**src/rtl/mux_n_reg.sv**
```systemverilog
// mux_n_reg: N-way WIDTH-bit selector with registered output, stall/flush and sticky select error
// Ports: clk, reset (sync, active-high); in_bus/in_vld (N flattened sources, source i at [i*WIDTH +: WIDTH]);
//        sel (source index, MODE 0 only); stall (hold outputs); flush (load bubble);
//        out_data/out_vld/out_src (registered selection); err (sticky out-of-range select).
module mux_n_reg #(
    parameter int WIDTH = 32,
    parameter int N = 8,
    parameter int SEL_W = 3,
    parameter int MODE = 0,
    parameter logic [WIDTH-1:0] RESET_VAL = '0
) (
    input  logic               clk,
    input  logic               reset,
    input  logic [N*WIDTH-1:0] in_bus,
    input  logic [N-1:0]       in_vld,
    input  logic [SEL_W-1:0]   sel,
    input  logic               stall,
    input  logic               flush,
    output logic [WIDTH-1:0]   out_data,
    output logic               out_vld,
    output logic [SEL_W-1:0]   out_src,
    output logic               err
);
    logic [WIDTH-1:0] n_data;
    logic             n_vld;
    logic [SEL_W-1:0] n_src;
    logic             bad;
    // Descending scan in priority mode so the lowest valid index is the last write and wins.
    always_comb begin
        n_data = RESET_VAL;
        n_vld = 1'b0;
        n_src = '0;
        bad = 1'b0;
        if (MODE == 1) begin
            for (int i = N-1; i >= 0; i--)
                if (in_vld[i]) begin
                    n_data = in_bus[i*WIDTH +: WIDTH];
                    n_vld = 1'b1;
                    n_src = SEL_W'(i);
                end
        end else begin
            n_src = sel;
            bad = 1'b1;
            for (int i = 0; i < N; i++)
                if (sel == SEL_W'(i)) begin
                    n_data = in_bus[i*WIDTH +: WIDTH];
                    n_vld = in_vld[i];
                    bad = 1'b0;
                end
        end
    end
    always_ff @(posedge clk) begin
        if (reset) begin
            out_data <= RESET_VAL;
            out_vld <= 1'b0;
            out_src <= '0;
            err <= 1'b0;
        end else if (flush) begin
            out_data <= RESET_VAL;
            out_vld <= 1'b0;
            out_src <= '0;
        end else if (!stall) begin
            out_data <= n_data;
            out_vld <= n_vld;
            out_src <= n_src;
            err <= err | bad;
        end
    end
endmodule

```
**config.mk**
```make
export PLATFORM = sky130hd
export DESIGN_NAME = mux_n_reg
export DESIGN_NICKNAME = d
export VERILOG_FILES = /design/src/rtl/mux_n_reg.sv
export SDC_FILE = /design/constraint.sdc
export NUM_CORES = 1
export LEC_CHECK = 0
export BUFFER_PORTS_ARGS = -buffer_cell sky130_fd_sc_hd__buf_4
export CORE_AREA = 2 2 120 122
export DETAILED_ROUTE_END_ITERATION = 16
export DIE_AREA = 0 0 122 124
export MAX_ROUTING_LAYER = met4
export REMOVE_ABC_BUFFERS = 1
export SLEW_MARGIN = 25
export SYNTH_ARGS = -nofsm -noshare
export SYNTH_HDL_FRONTEND = slang
export SYNTH_SLANG_ARGS = --single-unit
```
**constraint.sdc**
```tcl
create_clock -name clk -period 2.6 [get_ports clk]
set_clock_uncertainty 0.1 [all_clocks]
set_input_delay 0.39 -clock clk [delete_from_list [all_inputs] [get_ports clk]]
set_output_delay 0.39 -clock clk [all_outputs]
set_load 0.005 [all_outputs]
```
==> results.toml, run 1 <==
[outcome]
run_status = "finished clean"

[clock_tree]
cts.reportedPaths.clkPinSlew_ns = 0.06
cts-buffers-inserted = 5
clock_sink_count = 37
cts.repair_timing.setup_buffer_count = 0
cts-root-to-sink-buffers = 2
ctsRootBufferMaster = "sky130_fd_sc_hd__clkbuf_16"
number_of_levels_the_h_tree_was_split_into = 2
tritoncts = "yes"
total_of_cells_resized_after_clock_tree_synthesis = 0
worstSkewPairLatency_ns = 0.27
cts_hold_repair.buffers = 0

[route]
drt-initial-drc-count = 191
wirelength_um = 15300
drt.antenna.violating_nets = 0
firstDrtPassIters = 4
remaining_drc_errors = 0
vias = 4531
detail_route.vias_per_cell = 5.13
routedWlPerCell_um = 17.3

[timing]
fin_crit_share_pct = 68.6
layout_min_cycle_time_ns = 1.78
slew_headroom_pct = 52.2
report.final.hold_viol_count = 0
setup_violations = 0
actual_transition_at_the_worst_max_transition_pin_ns = 0.716
slew_violations = 0
max_clock_freq_ghz = 0.560
setup_repair_after_global_routing_missed_its_margin = "no"
final.setup.tns_ns = 0
setup_ws_ns = 0.816

[worst_setup_path]
critical_path_class = "input pin to register"
cp_data_required_time_ns = 2.66
arrival_ns = 1.85
start_kind = "input pin"
timing.critical_path.to_type = "register"
critPathMaxFanout = 58

[global_routing]
antenna_found_initial = 0
vias_in_the_first_global_route = 4743
grt_pass1_wl_um = 22900
globalRoute.totalOverflow = 0
grt_start_max_net_pins = 70
gr-usage-all-layers_pct = 19.4

[die]
die_h_um = 124
core_um2 = 13700
die_width_um = 122
floorplan.io_pins = 308
fp-row-count = 43
initial_utilization_pct = 28.6
area_enclosed_by_the_die_boundary_um2 = 15100

[logic_synthesis]
synth_commonest_cells = "sky130_fd_sc_hd__mux2i_1, sky130_fd_sc_hd__dfxtp_1, sky130_fd_sc_hd__a21oi_1"
share_of_synthesized_registers_carrying_an_async_set_or_reset_pct = 0
synthDistinctLibCells = 28
cell_type_with_the_highest_aggregate_area_in_the_netlist = "sky130_fd_sc_hd__dfxtp_1"
post_synth_main_area_contributors = "sky130_fd_sc_hd__dfxtp_1, sky130_fd_sc_hd__mux2i_1, sky130_fd_sc_hd__mux2_4"
netlist.area_leader.share_pct = 18.9
netlist_area_um2 = 3920
post_synthesis_cell_count = 428
avgSynthCellArea_um2 = 9.16
yosys_warn_count = 0
ys_ff_latch = 37
yosysSeqAreaShare_pct = 18.9
synth_enable_flop_cells = 0
synth_most_common_cell = "sky130_fd_sc_hd__mux2i_1"
synth_top_flop_cell = "sky130_fd_sc_hd__dfxtp_1"

[power]
intPower_mw = 1.67
comb_power_share_pct = 38.4
cellLeakagePower_nw = 3.33
ir_drop_v = 0.000189
swShare_pct = 26.0
power.switching_uw = 587
pwr_density_cell_nw_per_um2 = 344
power.share.sequential_pct = 26.8
clock_power_share_pct = 34.8

[placement]
placement.setup.worst_slack_ns = 0.527
dpl.hpwl_um = 11700
routabilityCongestion = 0.816
portBuffers = 307

[finish]
finalNetCount = 974
antenna-diode-count = 0
post_route_cells_drive_above_1_share_pct = 55.8
syn_to_final_growth_pct = 67.1

[worst_hold_path]
min_delay_worst_type = "input pin to register"

[flow_run]
max_cap_violations = 0
placed cells by master, fill, tap and decap left out, drive strengths merged:
| master | synthesis | routed |
|---|---|---|
| or2 | 1 | 1 |
| bufinv | 0 | 2 |
| nor2 | 4 | 4 |
| clkbuf | 25 | 5 |
| o22ai | 31 | 31 |
| buf | 28 | 321 |
| mux4 | 2 | 2 |
| a221oi | 2 | 2 |
| dfxtp | 37 | 37 |
| a211oi | 31 | 31 |
| o21ai | 2 | 2 |
| nor2b | 1 | 1 |
| nand2 | 1 | 1 |
| mux2 | 31 | 31 |
| nand3b | 2 | 2 |
| o211ai | 2 | 2 |
| and3b | 31 | 31 |
| and3 | 1 | 1 |
| nand2b | 31 | 31 |
| o311a | 31 | 31 |
| a21oi | 64 | 64 |
| mux2i | 67 | 67 |
| clkinv | 0 | 1 |
| inv | 3 | 3 |
sequential cells by signal, indices dropped and copies added (netlist names):
signal	count
out_src	3
err	1
out_vld	1
out_data	32
worst max-delay path: stages:
cell and delay, ns:
sky130_fd_sc_hd__buf_6 0.20, sky130_fd_sc_hd__buf_12 0.30, sky130_fd_sc_hd__mux2_4 0.34, sky130_fd_sc_hd__a21oi_2 0.13, sky130_fd_sc_hd__o22ai_1 0.08, sky130_fd_sc_hd__o311a_1 0.34
power groups by stage:
stage	Combinational, mW	Clock, mW	Sequential, mW
3_5_place_dp	0.871	0	0.617
5_1_grt	0.938	0.838	0.608
3_3_place_gp	0.860	0	0.616
2_1_floorplan	0.327	0	0.618
4_1_cts	0.874	0.819	0.605
6_report	0.865	0.784	0.605
cell families after synthesis:
logic type             Yosys count  synth area share [%]
multiplexers                   100                  29.8
AND/OR/NAND/NOR                 72                  13.2
AO/OA/AOI/OAI                  163                  30.7
buffers and inverters           56                  7.34
flip-flops                      37                  18.9
cell type report:
class	count	area, um^2
fillers	1324	7170
multi-input cells	335	2900
repair buffers	321	2490
flip-flops and latches	37	741
well taps	180	225
clock buffers	5	125
clock inverters	3	65.1
inverters	3	11.3
path summary, 6_finish.rpt:
kind | depth (start not counted) | startpoint | slack, ns | endpoint
max | 6 | sel[1] | 0.82 | out_data[30]
min reg2reg | 2 | out_data[26] | 0.37 | out_data[26]
min | 2 | reset | 0.19 | err
max reg2reg | 2 | out_data[11] | 1.78 | out_data[11]
routing by layer:
layer  GRT usage [%]  vias up  routed length (um)
li1                -     2218                   -
met1            21.1     2097                5810
met5               -        -                   0
met4            5.03        0                 248
met3            3.66       18                1250
met2            36.2      198                7960
per-stage QoR:
| stage | hold slack (ns) | cell area, um^2 | cells | util [%] | power [mW] |
|---|---|---|---|---|---|
| global placement | 0.357 | 6360 | 876 | 46.4 | 1.48 |
| CTS | 0.176 | 6550 | 884 | 47.8 | 2.30 |
| finish | 0.188 | 6550 | 884 | 47.8 | 2.25 |
| floorplan | 0.360 | 3640 | 375 | - | 0.945 |
| detailed placement | 0.357 | 6360 | 876 | 46.4 | 1.49 |
| global route | 0.186 | 6550 | 884 | 47.8 | 2.38 |
Power figures use the tool's default switching activity.
==> inputs of run 2 (changes only) <==
==> constraint.sdc (replaced) <==
create_clock -name clk -period 1.85 [get_ports clk]
set_clock_uncertainty 0.1 [all_clocks]
set_input_delay 0.2775 -clock clk [delete_from_list [all_inputs] [get_ports clk]]
set_output_delay 0.2775 -clock clk [all_outputs]
set_load 0.005 [all_outputs]
==> run 2 against run 1 <==
Effect of this change:
- cell area grew 1.9%
- total power grew 32%
- via count grew 2.8%
- count of clock-buffer cells in the layout grew 2
- flip-flop and latch count is the same
- sequential share of layout area shrank 0.22 points
- largest cell class unchanged
- largest power group unchanged
==> results.toml, run 2 (synthesis gave the netlist of run 1 again) <==
[die]
floorplan.io_pins = 308
initial_utilization_pct = 28.6
die_h_um = 124
core_um2 = 13700
area_enclosed_by_the_die_boundary_um2 = 15100
fp-row-count = 43
die_width_um = 122

[route]
maxUsedRoutingLayer = "met4"
vias = 4659
drt.antenna.violating_nets = 0
drt-initial-drc-count = 281
wirelength_um = 15900
remaining_drc_errors = 0
m1WireLength_um = 6160
detail_route.vias_per_cell = 5.16
routedWlPerCell_um = 17.6
firstDrtPassIters = 4
routed-wl-met3_um = 1190
met2WireLength_um = 8250

[clock_tree]
clock_sink_count = 37
ctsRootBufferMaster = "sky130_fd_sc_hd__clkbuf_16"
cts-root-to-sink-buffers = 2
cts-buffers-inserted = 5
worstSkewPairLatency_ns = 0.27
tritoncts = "yes"
total_of_cells_resized_after_clock_tree_synthesis = 0
number_of_levels_the_h_tree_was_split_into = 2
cts.repair_timing.setup_buffer_count = 0
cts_hold_repair.buffers = 0
cts.reportedPaths.clkPinSlew_ns = 0.06

[timing]
final.setup.tns_ns = 0
max_clock_freq_ghz = 0.650
layout_min_cycle_time_ns = 1.54
slew_violations = 0
fin_crit_share_pct = 83.1
timing.hold.ws_ns = 0.0832
slew_headroom_pct = 50.7
actual_transition_at_the_worst_max_transition_pin_ns = 0.739
setup_repair_after_global_routing_missed_its_margin = "no"
report.final.hold_viol_count = 0
setup_violations = 0

[global_routing]
antenna_found_initial = 0
globalRoute.totalOverflow = 0
vias_in_the_first_global_route = 4677
gr-usage-all-layers_pct = 20.0
grt_pass1_wl_um = 23300
grt_start_max_net_pins = 70

[worst_setup_path]
critPathTopFamily = "buffers and inverters"
critical_path_class = "input pin to register"
cp_data_required_time_ns = 1.91
arrival_ns = 1.60
critical_path.slowest_cell = "sky130_fd_sc_hd__o311a_1"
start_kind = "input pin"
worstSetupPathDepth = 7
timing.critical_path.to_type = "register"
worstPathBufferInverterCount = 3
slowest_delay_ns = 0.33
critPathMaxFanout = 25
worst_r2r_path_depth = 2
timing.critical_path.cells = "buf_6 -> buf_12 -> buf_4 -> and3b_1 -> a21oi_2 -> o22ai_1 -> o311a_1"

[power]
pwr_density_cell_nw_per_um2 = 444
post-layout-total-power_mw = 2.96
cellLeakagePower_nw = 3.41
ir_drop_v = 0.000297

[flow_run]
max_cap_violations = 0

[finish]
largest-register = "out_data"
layout.cells.non_filler = 903
reg.largest.list = "out_data x32, out_src x3"
finalNetCount = 994
largest_reg_flops = 32
antenna-diode-count = 0
post_route_cells_drive_above_1_share_pct = 56.8
layout_commonest_cell = "sky130_fd_sc_hd__buf_4"
layout_common_cells = "sky130_fd_sc_hd__buf_4, sky130_fd_sc_hd__mux2i_1, sky130_fd_sc_hd__dfxtp_1, sky130_fd_sc_hd__a21oi_1"
syn_to_final_growth_pct = 70.3

[placement]
portBuffers = 307
routabilityCongestion = 0.857
dpl.hpwl_um = 12300
post-place-cells = 896

[worst_hold_path]
min_delay_worst_type = "input pin to register"
holdPathStages = 2

[outcome]
run_status = "finished clean"
run 2: changes by cell type in the layout (fill, tap and decap cells not counted), sizes merged:
cell,change
clkbuf,+2
clkinv,-1
bufinv,-2
buf,+20
run 2: final cells by class:
type	instances	area (um^2)
fill	1292	7040
multi-input combinational	335	2900
timing repair buffer	341	2660
sequential	37	741
tap	180	225
clock buffer	7	143
inverter	3	11.3
run 2: metal layers:
| layer | vias to the layer above | GRT usage, % |
|---|---|---|
| met5 | - | - |
| met4 | 0 | 4.74 |
| met3 | 18 | 3.11 |
| met2 | 217 | 37.1 |
| met1 | 2166 | 22.4 |
| li1 | 2258 | - |
run 2: per-stage QoR:
| stage | setup slack (ns) | cell area, um^2 | util (%) |
|---|---|---|---|
| final | 0.312 | 6680 | 48.7 |
| after global routing | 0.240 | 6680 | 48.7 |
| after CTS | 0.323 | 6680 | 48.7 |
| after detailed placement | 0.0320 | 6540 | 47.6 |
| after global placement | 0.0417 | 6540 | 47.6 |
| after floorplan | -0.418 | 3640 | - |
run 2: final timing paths:
kind	from	to	slack (ns)
worst min register to register	out_data[11]	out_data[11]	0.38
worst max register to register	out_data[11]	out_data[11]	1.02
worst min-delay path	reset	err	0.08
worst max-delay path	sel[1]	out_data[7]	0.31
run 2: where the power goes:
| group | switching, mW | internal, mW |
|---|---|---|
| Combinational | 0.491 | 0.773 |
| Sequential | 0.0171 | 0.833 |
| Clock | 0.321 | 0.529 |
==> inputs of run 3 (changes only) <==
--- a/config.mk
+++ b/config.mk
@@ -6,9 +6,9 @@
 export NUM_CORES = 1
 export LEC_CHECK = 0
 export BUFFER_PORTS_ARGS = -buffer_cell sky130_fd_sc_hd__buf_4
-export CORE_AREA = 2 2 120 122
+export CORE_AREA = 2 2 119 121
 export DETAILED_ROUTE_END_ITERATION = 16
-export DIE_AREA = 0 0 122 124
+export DIE_AREA = 0 0 121 123
 export MAX_ROUTING_LAYER = met4
 export REMOVE_ABC_BUFFERS = 1
 export SLEW_MARGIN = 25
==> constraint.sdc (replaced) <==
create_clock -name clk -period 1.3 [get_ports clk]
set_clock_uncertainty 0.1 [all_clocks]
set_input_delay 0.195 -clock clk [delete_from_list [all_inputs] [get_ports clk]]
set_output_delay 0.195 -clock clk [all_outputs]
set_load 0.005 [all_outputs]
==> run 3 against run 2 <==
Effect of this change:
- total power grew 55%
- the run now ends with negative setup slack left
- critical endpoint unchanged
- sequential power rose by 42%
- global-route usage increased by 0.17 points
- highest routed layer unchanged
==> results.toml, run 3 (synthesis gave the netlist of run 1 again) <==
[power]
cellLeakagePower_nw = 3.64
post-layout-total-power_mw = 4.59
ir_drop_v = 0.000418
pwr_density_cell_nw_per_um2 = 645

[placement]
routabilityCongestion = 0.826
post-place-cells = 917
placement.setup.worst_slack_ns = -0.418
portBuffers = 307
placed_cell_area_um2 = 6730
dpl.hpwl_um = 12300

[die]
die_width_um = 121
floorplan.io_pins = 308
area_enclosed_by_the_die_boundary_um2 = 14900
fp-row-count = 43
core_um2 = 13600
die_h_um = 123
initial_utilization_pct = 28.8

[finish]
post_route_cells_drive_above_1_share_pct = 59.2
reg.largest.list = "out_data x32, out_src x3"
layout_commonest_cell = "sky130_fd_sc_hd__buf_4"
layout_common_cells = "sky130_fd_sc_hd__buf_4, sky130_fd_sc_hd__mux2i_1, sky130_fd_sc_hd__dfxtp_1, sky130_fd_sc_hd__a21oi_1"
final_area_um2 = 7120
syn_to_final_growth_pct = 81.5
finalNetCount = 1025
antenna-diode-count = 0
finish.utilization_pct = 52.3
layout.cells.non_filler = 935
multiInputGateArea_um2 = 2920
largest_reg_flops = 32
seq_area_um2 = 741
largest-register = "out_data"
filler_cell_count = 1277

[timing]
setup_violations = 1
slew_headroom_pct = 79.3
layout_min_cycle_time_ns = 1.30
slew_violations = 0
final.setup.tns_ns = -0.00131
setup_ws_ns = -0.00131
setup_repair_after_global_routing_missed_its_margin = "yes"
max_clock_freq_ghz = 0.768
timing.hold.ws_ns = 0.153
actual_transition_at_the_worst_max_transition_pin_ns = 0.309
fin_crit_share_pct = 100
report.final.hold_viol_count = 0

[route]
detail_route.vias_per_cell = 5.11
wirelength_um = 16000
vias = 4777
routedWlPerCell_um = 17.1
remaining_drc_errors = 0
firstDrtPassIters = 4
drt.antenna.violating_nets = 0
drt-initial-drc-count = 178

[global_routing]
globalRoute.totalOverflow = 0
antenna_found_initial = 0
gr-usage-all-layers_pct = 20.1
vias_in_the_first_global_route = 4772
grt_start_max_net_pins = 45
grt_pass1_wl_um = 23300

[outcome]
violations = "negative setup slack"
run_status = "complete, but fails checks"

[worst_setup_path]
slowest_delay_ns = 0.33
r2r_setup_slack_ns = 0.48
arrival_ns = 1.37
timing.critical_path.cells = "clkbuf_16 -> buf_16 -> buf_4 -> mux2i_1 -> o22ai_2 -> o311a_1"
timing.critical_path.to_type = "register"
worst_r2r_path_depth = 2
reg2reg_from = "out_data[11]"
critical_path.slowest_cell = "sky130_fd_sc_hd__o311a_1"
start_kind = "input pin"
critPathMaxFanout = 10
rr_endpoint = "out_data[11]"
cp_data_required_time_ns = 1.37
critical_path_class = "input pin to register"

[worst_hold_path]
holdPathStages = 3
min_delay_worst_type = "input pin to register"
worst_hold_path.endpoint = "out_src[0]"
worstHoldStart = "flush"

[clock_tree]
cts-buffers-inserted = 5
worstSkewPairLatency_ns = 0.28
tritoncts = "yes"
number_of_levels_the_h_tree_was_split_into = 2
clock_sink_count = 37
ctsRootBufferMaster = "sky130_fd_sc_hd__clkbuf_16"
cts-root-to-sink-buffers = 2
cts.reportedPaths.clkPinSlew_ns = 0.06

[flow_run]
max_cap_violations = 0
==> run 3: area by class of cell <==
class                           count  share of cell area (%)
Clock buffer                        6                    1.95
Tap cell                          180                    3.16
Inverter                            3                   0.158
Multi-Input combinational cell    335                    41.1
Sequential cell                    37                    10.4
Timing Repair Buffer              372                    42.7
Clock inverter                      2                   0.527
==> run 3: power breakdown <==
group / switching [mW] / internal [mW]
clock network: 0.485 / 0.958
registers: 0.0243 / 1.19
logic: 0.727 / 1.21
total: 1.24 / 3.35
==> run 3: worst max-delay path by stage <==
stage	from	endpoint	slack, ns	cells after the start
6_report	sel[1]	out_data[7]	-0.001	6
5_1_grt	sel[1]	out_data[7]	-0.05	6
4_1_cts	sel[1]	out_data[9]	-0.03	6
3_5_place_dp	sel[1]	out_data[13]	-0.42	6
3_3_place_gp	sel[1]	out_data[29]	-0.39	6
2_1_floorplan	sel[0]	out_data[0]	-0.89	4
==> run 3: repair_timing <==
item                                    in CTS  in global routing
gates resized for setup                      6                  7
hold buffers                                 1                  0
endpoints found under the setup margin      29                 31
buffers inserted                             2                  3
gates cloned                                 1                  3
endpoints found under the hold margin        1                  0
pin swaps                                    5                 10
==> run 3: critical path: cells and delay by family <==
| family | cells | cell delay (ns) |
|---|---|---|
| muxes | 1 | 0.29 |
| AOI/OAI and AO/OA | 2 | 0.46 |
| buffers and inverters | 3 | 0.42 |
==> run 3: routing by layer <==
| metal | track usage (%) | share of wire [%] | vias up |
|---|---|---|---|
| li1 | - | - | 2329 |
| met1 | 23.1 | 41 | 2225 |
| met2 | 37.3 | 51 | 215 |
| met3 | 3.46 | 7.2 | 8 |
| met4 | 3.13 | 0.46 | 0 |
| met5 | - | 0 | - |
